[src/rtl/vga_timing_monitor.sv]
`timescale 1ns/1ps
// Sync-stream monitor: rebuilds raster coordinates and active video from HS/VS,
// measures line/frame/pulse timing against the nominal raster and tracks lock.
//   state   | meaning
//   SEARCH  | no frame reference yet, waiting for a VS fall
//   ACQUIRE | counting consecutive clean frames toward lock
//   LOCKED  | timing trusted; any error pulse drops back to SEARCH
module vga_timing_monitor #(
  parameter int HOR_SIZE    = 800,
  parameter int HOR_AL      = 640,
  parameter int HOR_FP      = 16,
  parameter int HOR_PW      = 96,
  parameter int VER_SIZE    = 521,
  parameter int VER_AF      = 480,
  parameter int VER_FP      = 10,
  parameter int VER_PW      = 2,
  parameter int LOCK_FRAMES = 2
) (
  input  logic       ckVideo,
  input  logic       rstVideoN,
  input  logic       HS,
  input  logic       VS,
  output logic [9:0] adrHor,
  output logic [9:0] adrVer,
  output logic       flgActiveVideo,
  output logic       flgLocked,
  output logic       errHor,
  output logic       errVer,
  output logic [9:0] lineLen,
  output logic [9:0] frameLines
);

  localparam logic [9:0] SAT     = 10'h3FF;
  localparam logic [9:0] H_SIZE  = 10'(HOR_SIZE);
  localparam logic [9:0] H_AL    = 10'(HOR_AL);
  localparam logic [9:0] H_SYNC  = 10'(HOR_AL + HOR_FP);
  localparam logic [9:0] H_PW    = 10'(HOR_PW);
  localparam logic [9:0] V_SIZE  = 10'(VER_SIZE);
  localparam logic [9:0] V_AF    = 10'(VER_AF);
  localparam logic [9:0] V_SYNC  = 10'(VER_AF + VER_FP);
  localparam logic [9:0] V_PW    = 10'(VER_PW);
  localparam logic [3:0] LOCK_N  = 4'(LOCK_FRAMES);

  typedef enum logic [1:0] {SEARCH, ACQUIRE, LOCKED} state_t;

  state_t     state;
  logic       hsQ, vsQ;
  logic       hsFall, hsRise, vsFall, vsRise;
  logic [9:0] pcnt, pcntInc, hsWid, lcnt, vsWid;
  logic       firstH, toFired;
  logic [3:0] goodCnt, goodNext;
  logic       frameBad;
  logic       horEv, verEv, anyEv;

  assign hsFall   = hsQ & ~HS;
  assign hsRise   = ~hsQ & HS;
  assign vsFall   = vsQ & ~VS;
  assign vsRise   = ~vsQ & VS;
  assign pcntInc  = (pcnt == SAT) ? SAT : pcnt + 10'd1;
  assign goodNext = goodCnt + 4'd1;

  // The timeout term fires once per HS period; toFired re-arms on the next fall.
  assign horEv = (hsFall & firstH & (pcntInc != H_SIZE))
               | (hsRise & (hsWid != H_PW))
               | ((pcnt == SAT) & ~toFired);
  assign verEv = (vsFall & (state != SEARCH) & (lcnt != V_SIZE))
               | (vsRise & (vsWid != V_PW));
  assign anyEv = horEv | verEv;

  always_ff @(posedge ckVideo or negedge rstVideoN) begin
    if (!rstVideoN) begin
      hsQ    <= 1'b1;
      vsQ    <= 1'b1;
      errHor <= 1'b0;
      errVer <= 1'b0;
    end else begin
      hsQ    <= HS;
      vsQ    <= VS;
      errHor <= horEv;
      errVer <= verEv;
    end
  end

  always_ff @(posedge ckVideo or negedge rstVideoN) begin
    if (!rstVideoN) begin
      adrHor  <= '0;
      pcnt    <= '0;
      lineLen <= '0;
      hsWid   <= '0;
      firstH  <= 1'b0;
      toFired <= 1'b0;
    end else begin
      if (hsFall) begin
        adrHor  <= H_SYNC;
        lineLen <= pcntInc;
        pcnt    <= '0;
        firstH  <= 1'b1;
        toFired <= 1'b0;
      end else begin
        adrHor <= (adrHor == H_SIZE - 10'd1) ? 10'd0 : adrHor + 10'd1;
        pcnt   <= pcntInc;
        if (pcnt == SAT) toFired <= 1'b1;
      end
      if (hsFall) hsWid <= 10'd1;
      else if (!HS && hsWid != SAT) hsWid <= hsWid + 10'd1;
    end
  end

  // A line starting together with the VS fall belongs to the new frame.
  always_ff @(posedge ckVideo or negedge rstVideoN) begin
    if (!rstVideoN) begin
      adrVer     <= '0;
      lcnt       <= '0;
      frameLines <= '0;
      vsWid      <= '0;
    end else begin
      if (vsFall) adrVer <= V_SYNC;
      else if (hsFall) adrVer <= (adrVer == V_SIZE - 10'd1) ? 10'd0 : adrVer + 10'd1;
      if (vsFall) begin
        frameLines <= lcnt;
        lcnt       <= {9'd0, hsFall};
        vsWid      <= {9'd0, hsFall};
      end else if (hsFall) begin
        if (lcnt != SAT) lcnt <= lcnt + 10'd1;
        if (!VS && vsWid != SAT) vsWid <= vsWid + 10'd1;
      end
    end
  end

  always_ff @(posedge ckVideo or negedge rstVideoN) begin
    if (!rstVideoN) begin
      state          <= SEARCH;
      goodCnt        <= '0;
      frameBad       <= 1'b0;
      flgLocked      <= 1'b0;
      flgActiveVideo <= 1'b0;
    end else begin
      flgActiveVideo <= flgLocked & (adrHor < H_AL) & (adrVer < V_AF);
      if (vsFall) frameBad <= 1'b0;
      else if (anyEv) frameBad <= 1'b1;
      case (state)
        SEARCH: begin
          if (vsFall) begin
            state   <= ACQUIRE;
            goodCnt <= '0;
          end
        end
        ACQUIRE: begin
          if (vsFall) begin
            if (frameBad | anyEv) begin
              goodCnt <= '0;
            end else if (goodNext == LOCK_N) begin
              state     <= LOCKED;
              flgLocked <= 1'b1;
              goodCnt   <= goodNext;
            end else begin
              goodCnt <= goodNext;
            end
          end else if (anyEv) begin
            goodCnt <= '0;
          end
        end
        LOCKED: begin
          if (errHor | errVer) begin
            state     <= SEARCH;
            flgLocked <= 1'b0;
          end
        end
        default: begin
          state     <= SEARCH;
          flgLocked <= 1'b0;
        end
      endcase
    end
  end

endmodule

[config.mk]
export PLATFORM = sky130hd
export DESIGN_NAME = vga_timing_monitor
export DESIGN_NICKNAME = d
export VERILOG_FILES = /design/src/rtl/vga_timing_monitor.sv
export SDC_FILE = /design/constraint.sdc
export NUM_CORES = 1
export LEC_CHECK = 0
export BUFFER_PORTS_ARGS = -buffer_cell sky130_fd_sc_hd__buf_2
export CAP_MARGIN = 20
export CORE_ASPECT_RATIO = 1.2
export CORE_MARGIN = 3
export CORE_UTILIZATION = 55
export DETAILED_ROUTE_END_ITERATION = 10
export GPL_TIMING_DRIVEN = 0
export PLACE_DENSITY = 0.75
export REMOVE_ABC_BUFFERS = 1
export SLEW_MARGIN = 10
export SYNTH_ARGS = -nofsm -noshare
export SYNTH_HDL_FRONTEND = slang
export SYNTH_SLANG_ARGS = --single-unit
[constraint.sdc]
create_clock -name ckVideo -period 2.6 [get_ports ckVideo]
set_input_delay 0.52 -clock ckVideo [delete_from_list [all_inputs] [get_ports ckVideo]]
set_output_delay 0.52 -clock ckVideo [all_outputs]
set_load 0.1 [all_outputs]
==> metrics, run 1 <==
die extent in y 107 um; buffer type at the clock tree root sky130_fd_sc_hd__clkbuf_8; total clock sinks 95; DR vias 3610; standard-cell row count 36; reg2reg path depth 8; Die X-Extent 89.9 um; clock period minus final worst setup slack 2440 ps; post-route setup TNS 0 ps; Tot GR Track Use 0.207; most frequent cells in the layout 92 x sky130_fd_sc_hd__dfrtp_1, 72 x sky130_fd_sc_hd__nand2_1, 63 x sky130_fd_sc_hd__nor2_1; Die Outline Area 9600 sq um; H-Tree Depth 3; global-route wire length before repair 16200 um; Reg2Reg Capture Point goodCnt[3]; remaining design rule violation count 0; worst reg-to-reg setup slack 160 ps; number of distinct library cell variants in the gate-level netlist after synthesis 56; Clock Power Share 0.223; Synth Flop Type sky130_fd_sc_hd__dfrtp_1; run status complete, no violations; critical path required time 2880 ps; flip-flop and latch count after synthesis 95; Pint 2.17 mW; area growth from synthesis to layout 11.5%; number of global-route vias before repair 3555; clock insertion delay at the later pin of the skew report 350 ps; multi-input combinational cell area 2180 sq um; mean area per synthesized cell 9.43 sq um; clock transition time at the flip-flop clock pins of the worst setup and hold paths 90 ps; number of nets in the finished design 553; count of input and output buffers 47; post-route fraction of the period consumed by the critical path 0.937; post-placement cell count 638; worst slew margin relative to its limit 0.269; commonest non-fill, non-tap cell in the layout sky130_fd_sc_hd__dfrtp_1; highest routed layer met4; cts bufs inserted 9; overflow left after global routing 0; maximum number of buffers from clock root to sink 2; leading post-synthesis cells by cell area sky130_fd_sc_hd__dfrtp_1 50%, sky130_fd_sc_hd__nand2_1 5.8%, sky130_fd_sc_hd__nor2_1 5.1%, sky130_fd_sc_hd__xor2_1 3.6%, sky130_fd_sc_hd__ha_1 3.2%; area of the mapped netlist 4650 sq um; fillers 672; CP Launch Type register; DRT antenna net count 0; area post-placement 5010 sq um; WL per Instance 14.2 um; wire length the detailed router placed on met1 4170 um; Max IR drop VDD 0.000445 V; combinational fraction of design power 0.286; # diodes 0; critical register-to-register path startpoint pcnt[1]; vias per inst 5.52; combined flip-flop and latch cell area 2380 sq um; final worst clock skew 9.43 ps; Worst Setup End Kind register; filler-free cell count of the finished design 654; effective utilization at floorplan 0.570; num ports 48; Switching Fraction 0.399; Final Util 0.636; Final Hold Vio Count 0; Yosys warnings 0; sequential-to-total area share from yosys stat 0.512; largest net degree at the start of global routing 64; total half-perimeter wirelength after legalization and detailed placement 6180 um; TritonCTS clock tree yes; Layout Cell Area excl Fill 5180 sq um; number of setup violations in the final report 0; initial antenna violation count 0; sum of met2 wire segment lengths after detailed routing 4620 um; power density over cell area 696 nW/um^2; number of enable-type register cells in the synthesized netlist 0; max-cap violations 0; Leakage Power 2.37 nW; synthesized netlist cell count 493; Max FO, Critical Path 8; Hold/Removal Path Class in2async; ys async rst share 1.00; leading area contributor after synthesis sky130_fd_sc_hd__dfrtp_1; count of TritonRoute iterations in the first routing pass 4; global placement routability congestion 0.854; met3 WL 331 um; Hold Buf Count CTS 0; fraction of layout instances using a drive strength above 1 0.148; Iter 0 DRT Violations 219; max-slew violations 0; start-to-end type of the worst setup path reg2reg; Tightest Pin Transition 1090 ps; unrepaired setup endpoints after global routing no; Data arrival, critical path 2710 ps; Max Clk Rate 411 MHz; final routed wirelength across all metal layers 9270 um; sequential share of power 0.491; area share of the largest cell type after synthesis 0.501; P_sw 1.44 mW; area of the placeable core 8150 sq um
==> layout make-up <==
type | count | share of cell area
sequential | 95 | 0.459
clock buffer | 9 | 0.0239
multi-input combinational | 367 | 0.421
timing repair buffer | 48 | 0.0512
tap | 114 | 0.0275
clock inverter | 5 | 0.00531
inverter | 16 | 0.0116
==> worst max-delay path, cell delays in order (launching register included) <==
cell	delay, ps
sky130_fd_sc_hd__dfrtp_1	430
sky130_fd_sc_hd__ha_2	240
sky130_fd_sc_hd__and4_2	320
sky130_fd_sc_hd__a21oi_1	80
sky130_fd_sc_hd__mux2_2	320
sky130_fd_sc_hd__o41ai_4	520
sky130_fd_sc_hd__and2_4	240
sky130_fd_sc_hd__inv_2	50
sky130_fd_sc_hd__o221ai_2	160
==> cells in the mapped netlist, types with 12 or more instances <==
master	n
sky130_fd_sc_hd__dfrtp_1	93
sky130_fd_sc_hd__nand2_1	72
sky130_fd_sc_hd__nor2_1	63
sky130_fd_sc_hd__nand3_1	28
sky130_fd_sc_hd__xor2_1	19
sky130_fd_sc_hd__a21oi_1	17
sky130_fd_sc_hd__o21ai_1	16
sky130_fd_sc_hd__inv_1	15
sky130_fd_sc_hd__xnor2_1	15
sky130_fd_sc_hd__nand4_1	14
sky130_fd_sc_hd__clkbuf_1	13
sky130_fd_sc_hd__ha_1	12
sky130_fd_sc_hd__nor3_1	12
==> worst max-delay path by stage <==
| stage | start | to | slack [ps] | depth (start not counted) |
|---|---|---|---|---|
| after floorplan | hsQ | lcnt[7] | -330 | 6 |
| after global placement | HS | lcnt[9] | -1530 | 7 |
| after detailed placement | VS | goodCnt[3] | -270 | 7 |
| after CTS | pcnt[0] | goodCnt[3] | 70 | 8 |
| after global routing | pcnt[1] | goodCnt[3] | 10 | 8 |
| final | pcnt[1] | goodCnt[3] | 160 | 8 |
==> repair_timing <==
item	CTS	global route
endpoints found under the setup margin	1	7
hold endpoints to repair	0	0
setup buffers	0	0
resized for setup	0	4
gates cloned	1	1
pin swaps	0	1
==> sequential cells by signal, indices dropped and copies added (netlist names) <==
register and count:
vsWid 10, adrVer 10, frameBad 1, lcnt 10
frameLines 10, hsWid 10, errVer 1, toFired 1
flgActiveVideo 1, errHor 1, state 2, firstH 1
flgLocked 1, lineLen 10, goodCnt 4, pcnt 10
vsQ 1, hsQ 1, adrHor 10
==> cells by family after synthesis <==
logic type | after synthesis | share of synthesized area
AND/OR/NAND/NOR | 239 | 0.246
flip-flops | 95 | 0.512
AO/OA/AOI/OAI | 78 | 0.113
XOR/XNOR | 34 | 0.0640
buffers and inverters | 33 | 0.0277
adder cells (fa/ha/maj) | 12 | 0.0323
multiplexers | 2 | 0.00457
==> routing by layer <==
| layer | global-route usage | vias up |
|---|---|---|
| met3 | 0.0351 | 14 |
| met2 | 0.348 | 61 |
| met4 | 0.0985 | 0 |
| met5 | 0 | - |
| li1 | - | 1811 |
| met1 | 0.261 | 1724 |
==> metrics by stage <==
stage | setup slack (ps) | hold slack [ps] | power, mW
2_1_floorplan | -329 | 224 | 2.61
3_3_place_gp | -1530 | 441 | 2.80
3_5_place_dp | -275 | 450 | 2.83
4_1_cts | 67.1 | 109 | 3.64
5_1_grt | 14.0 | 119 | 3.82
6_report | 165 | 102 | 3.61
==> power groups by stage <==
stage	sequential, mW	combinational (mW)	clock (mW)
finish	1.77	1.03	0.803
global route	1.80	1.11	0.910
CTS	1.77	1.04	0.838
detailed placement	1.80	1.03	0
global placement	1.79	1.01	0
floorplan	2.31	0.301	0
(Power assumes the default switching activity.)
==> run 2: changes to the inputs <==
- RECOVER_POWER: not set -> 25
==> run 2 against run 1 <==
  * The run now ends with max-capacitance violations, max-slew violations left
  * Sequential share of layout area about the same
  * Die area stayed put
  * Setup slack about the same
  * Routed wire length barely moved
  * Non-clock buffer count is the same
  * Worst hold slack improved by 230 ps
  * Utilization decreased by 0.061 points
  * Power barely moved
  * Register-to-register slack is essentially flat
  * Highest routed layer unchanged
==> metrics, run 2 (same netlist as run 1, synthesis figures left out) <==
number of setup violations in the final report 0; Data arrival, critical path 2710 ps; Pint 2.17 mW; Switching Fraction 0.399; master of the slowest instance on the critical path sky130_fd_sc_hd__o41ai_4; DRT antenna net count 0; TritonCTS clock tree yes; Iter 0 DRT Violations 215; vias per inst 5.52; largest net degree at the start of global routing 64; post-route setup TNS 0 ps; Max IR drop VDD 0.000445 V; clock period minus final worst setup slack 2440 ps; area of the placeable core 8150 sq um; Layout Cell Area excl Fill 5180 sq um; WL per Instance 14.2 um; CP Launch Type register; Tot Pwr 3.61 mW; Tightest Pin Transition 1840 ps; final routed wirelength across all metal layers 9280 um; most frequent cells in the layout 92 x sky130_fd_sc_hd__dfrtp_1, 72 x sky130_fd_sc_hd__nand2_1, 63 x sky130_fd_sc_hd__nor2_1; number of nets in the finished design 553; overflow left after global routing 0; num ports 48; count of input and output buffers 47; die extent in y 107 um; unrepaired setup endpoints after global routing no; Hold Buf Count CTS 0; total clock sinks 95; combinational fraction of design power 0.286; global placement routability congestion 0.854; max-cap violations 1; clock insertion delay at the later pin of the skew report 360 ps; effective utilization at floorplan 0.570; initial antenna violation count 0; reg2reg path depth 8; maximum number of buffers from clock root to sink 2; global-route wire length before repair 16200 um; max-slew violations 33; Max Clk Rate 411 MHz; run status finished, violations left; CP cell instances ha_2 -> and4_2 -> a21oi_1 -> mux2_2 -> o41ai_4 -> and2_4 -> inv_2 -> o221ai_2; total half-perimeter wirelength after legalization and detailed placement 6180 um; cts bufs inserted 9; number of global-route vias before repair 3555; Hold/Removal Path Class in2reg; standard-cell row count 36; clock transition time at the flip-flop clock pins of the worst setup and hold paths 80 ps; setup fix buffers added after clock tree synthesis 0; count of TritonRoute iterations in the first routing pass 4; P_sw 1.44 mW; fraction of layout instances using a drive strength above 1 0.144; area growth from synthesis to layout 11.4%; commonest non-fill, non-tap cell in the layout sky130_fd_sc_hd__dfrtp_1; count of cells along the worst hold path 1; area post-placement 5010 sq um; H-Tree Depth 3; final worst clock skew 10.1 ps; buffer type at the clock tree root sky130_fd_sc_hd__clkbuf_8; post-route fraction of the period consumed by the critical path 0.937; Die Outline Area 9600 sq um; power density over cell area 697 nW/um^2; sequential share of power 0.491; Worst Setup End Kind register; Leakage Power 2.37 nW; Tot GR Track Use 0.207; DR vias 3607; Levels on crit path 8; critical path required time 2880 ps; Die X-Extent 89.9 um; worst slew margin relative to its limit -0.227; largest stage delay on the critical path 520 ps; Final Hold Vio Count 0; remaining design rule violation count 0; # diodes 0; start-to-end type of the worst setup path reg2reg; family with the most delay on the worst path compound AO/OA/AOI/OAI gates; failing checks max-capacitance violations, max-slew violations; Clock Power Share 0.223; Critical path buffers and inverters 1; Max FO, Critical Path 8
run 2: final timing paths:
kind	slack, ps	end	startpoint
worst max-delay path	160	goodCnt[3]	pcnt[1]
worst min-delay path	330	hsQ	HS
worst max register to register	160	goodCnt[3]	pcnt[1]
worst min register to register	470	firstH	firstH
max in group asynchronous	750	pcnt[0]	rstVideoN
min in group asynchronous	660	adrHor[9]	rstVideoN
run 2: worst reg2reg max path: cells and delay by family, from the launching register on:
| kind | cells | cell delay (ps) |
|---|---|---|
| multiplexers | 1 | 320 |
| AND/OR/NAND/NOR | 2 | 560 |
| flip-flops | 1 | 430 |
| adder cells (fa/ha/maj) | 1 | 240 |
| buffers and inverters | 1 | 50 |
| AO/OA/AOI/OAI | 3 | 760 |
run 2: repair_timing:
action,CTS,global route
hold endpoints to repair,0,0
gates resized for setup,0,4
gates cloned,1,1
setup endpoints to repair,1,7
pin swaps,0,1
run 2: power by group through the flow:
| stage | clock network (mW) | registers [mW] | logic [mW] |
|---|---|---|---|
| final | 0.805 | 1.77 | 1.03 |
| after global routing | 0.910 | 1.80 | 1.11 |
| after CTS | 0.838 | 1.77 | 1.04 |
| after detailed placement | 0 | 1.80 | 1.03 |
| after global placement | 0 | 1.79 | 1.01 |
| after floorplan | 0 | 2.31 | 0.301 |
run 2: layout make-up:
type	instances	area [sq um]
Fill cell	674	2980
Sequential cell	95	2380
Multi-Input combinational cell	367	2180
Timing Repair Buffer	48	260
Tap cell	114	143
Clock buffer	9	124
Inverter	16	60.1
Clock inverter	5	27.5
run 2: stage by stage:
step	worst slack, ps	hold slack, ps	std cells	utilization
after floorplan	-329	224	476	-
after global placement	-1530	441	637	0.608
after detailed placement	-275	450	638	0.614
after CTS	67.1	109	653	0.634
after global routing	14.0	323	654	0.635
final	164	328	654	0.635
run 2: routing by layer:
layer	up-vias	share of wire	routed length, um	track usage
li1	1809	-	-	-
met1	1725	0.45	4200	0.261
met2	59	0.50	4610	0.348
met3	14	0.034	314	0.0351
met4	0	0.017	154	0.0985
met5	-	0	0	0
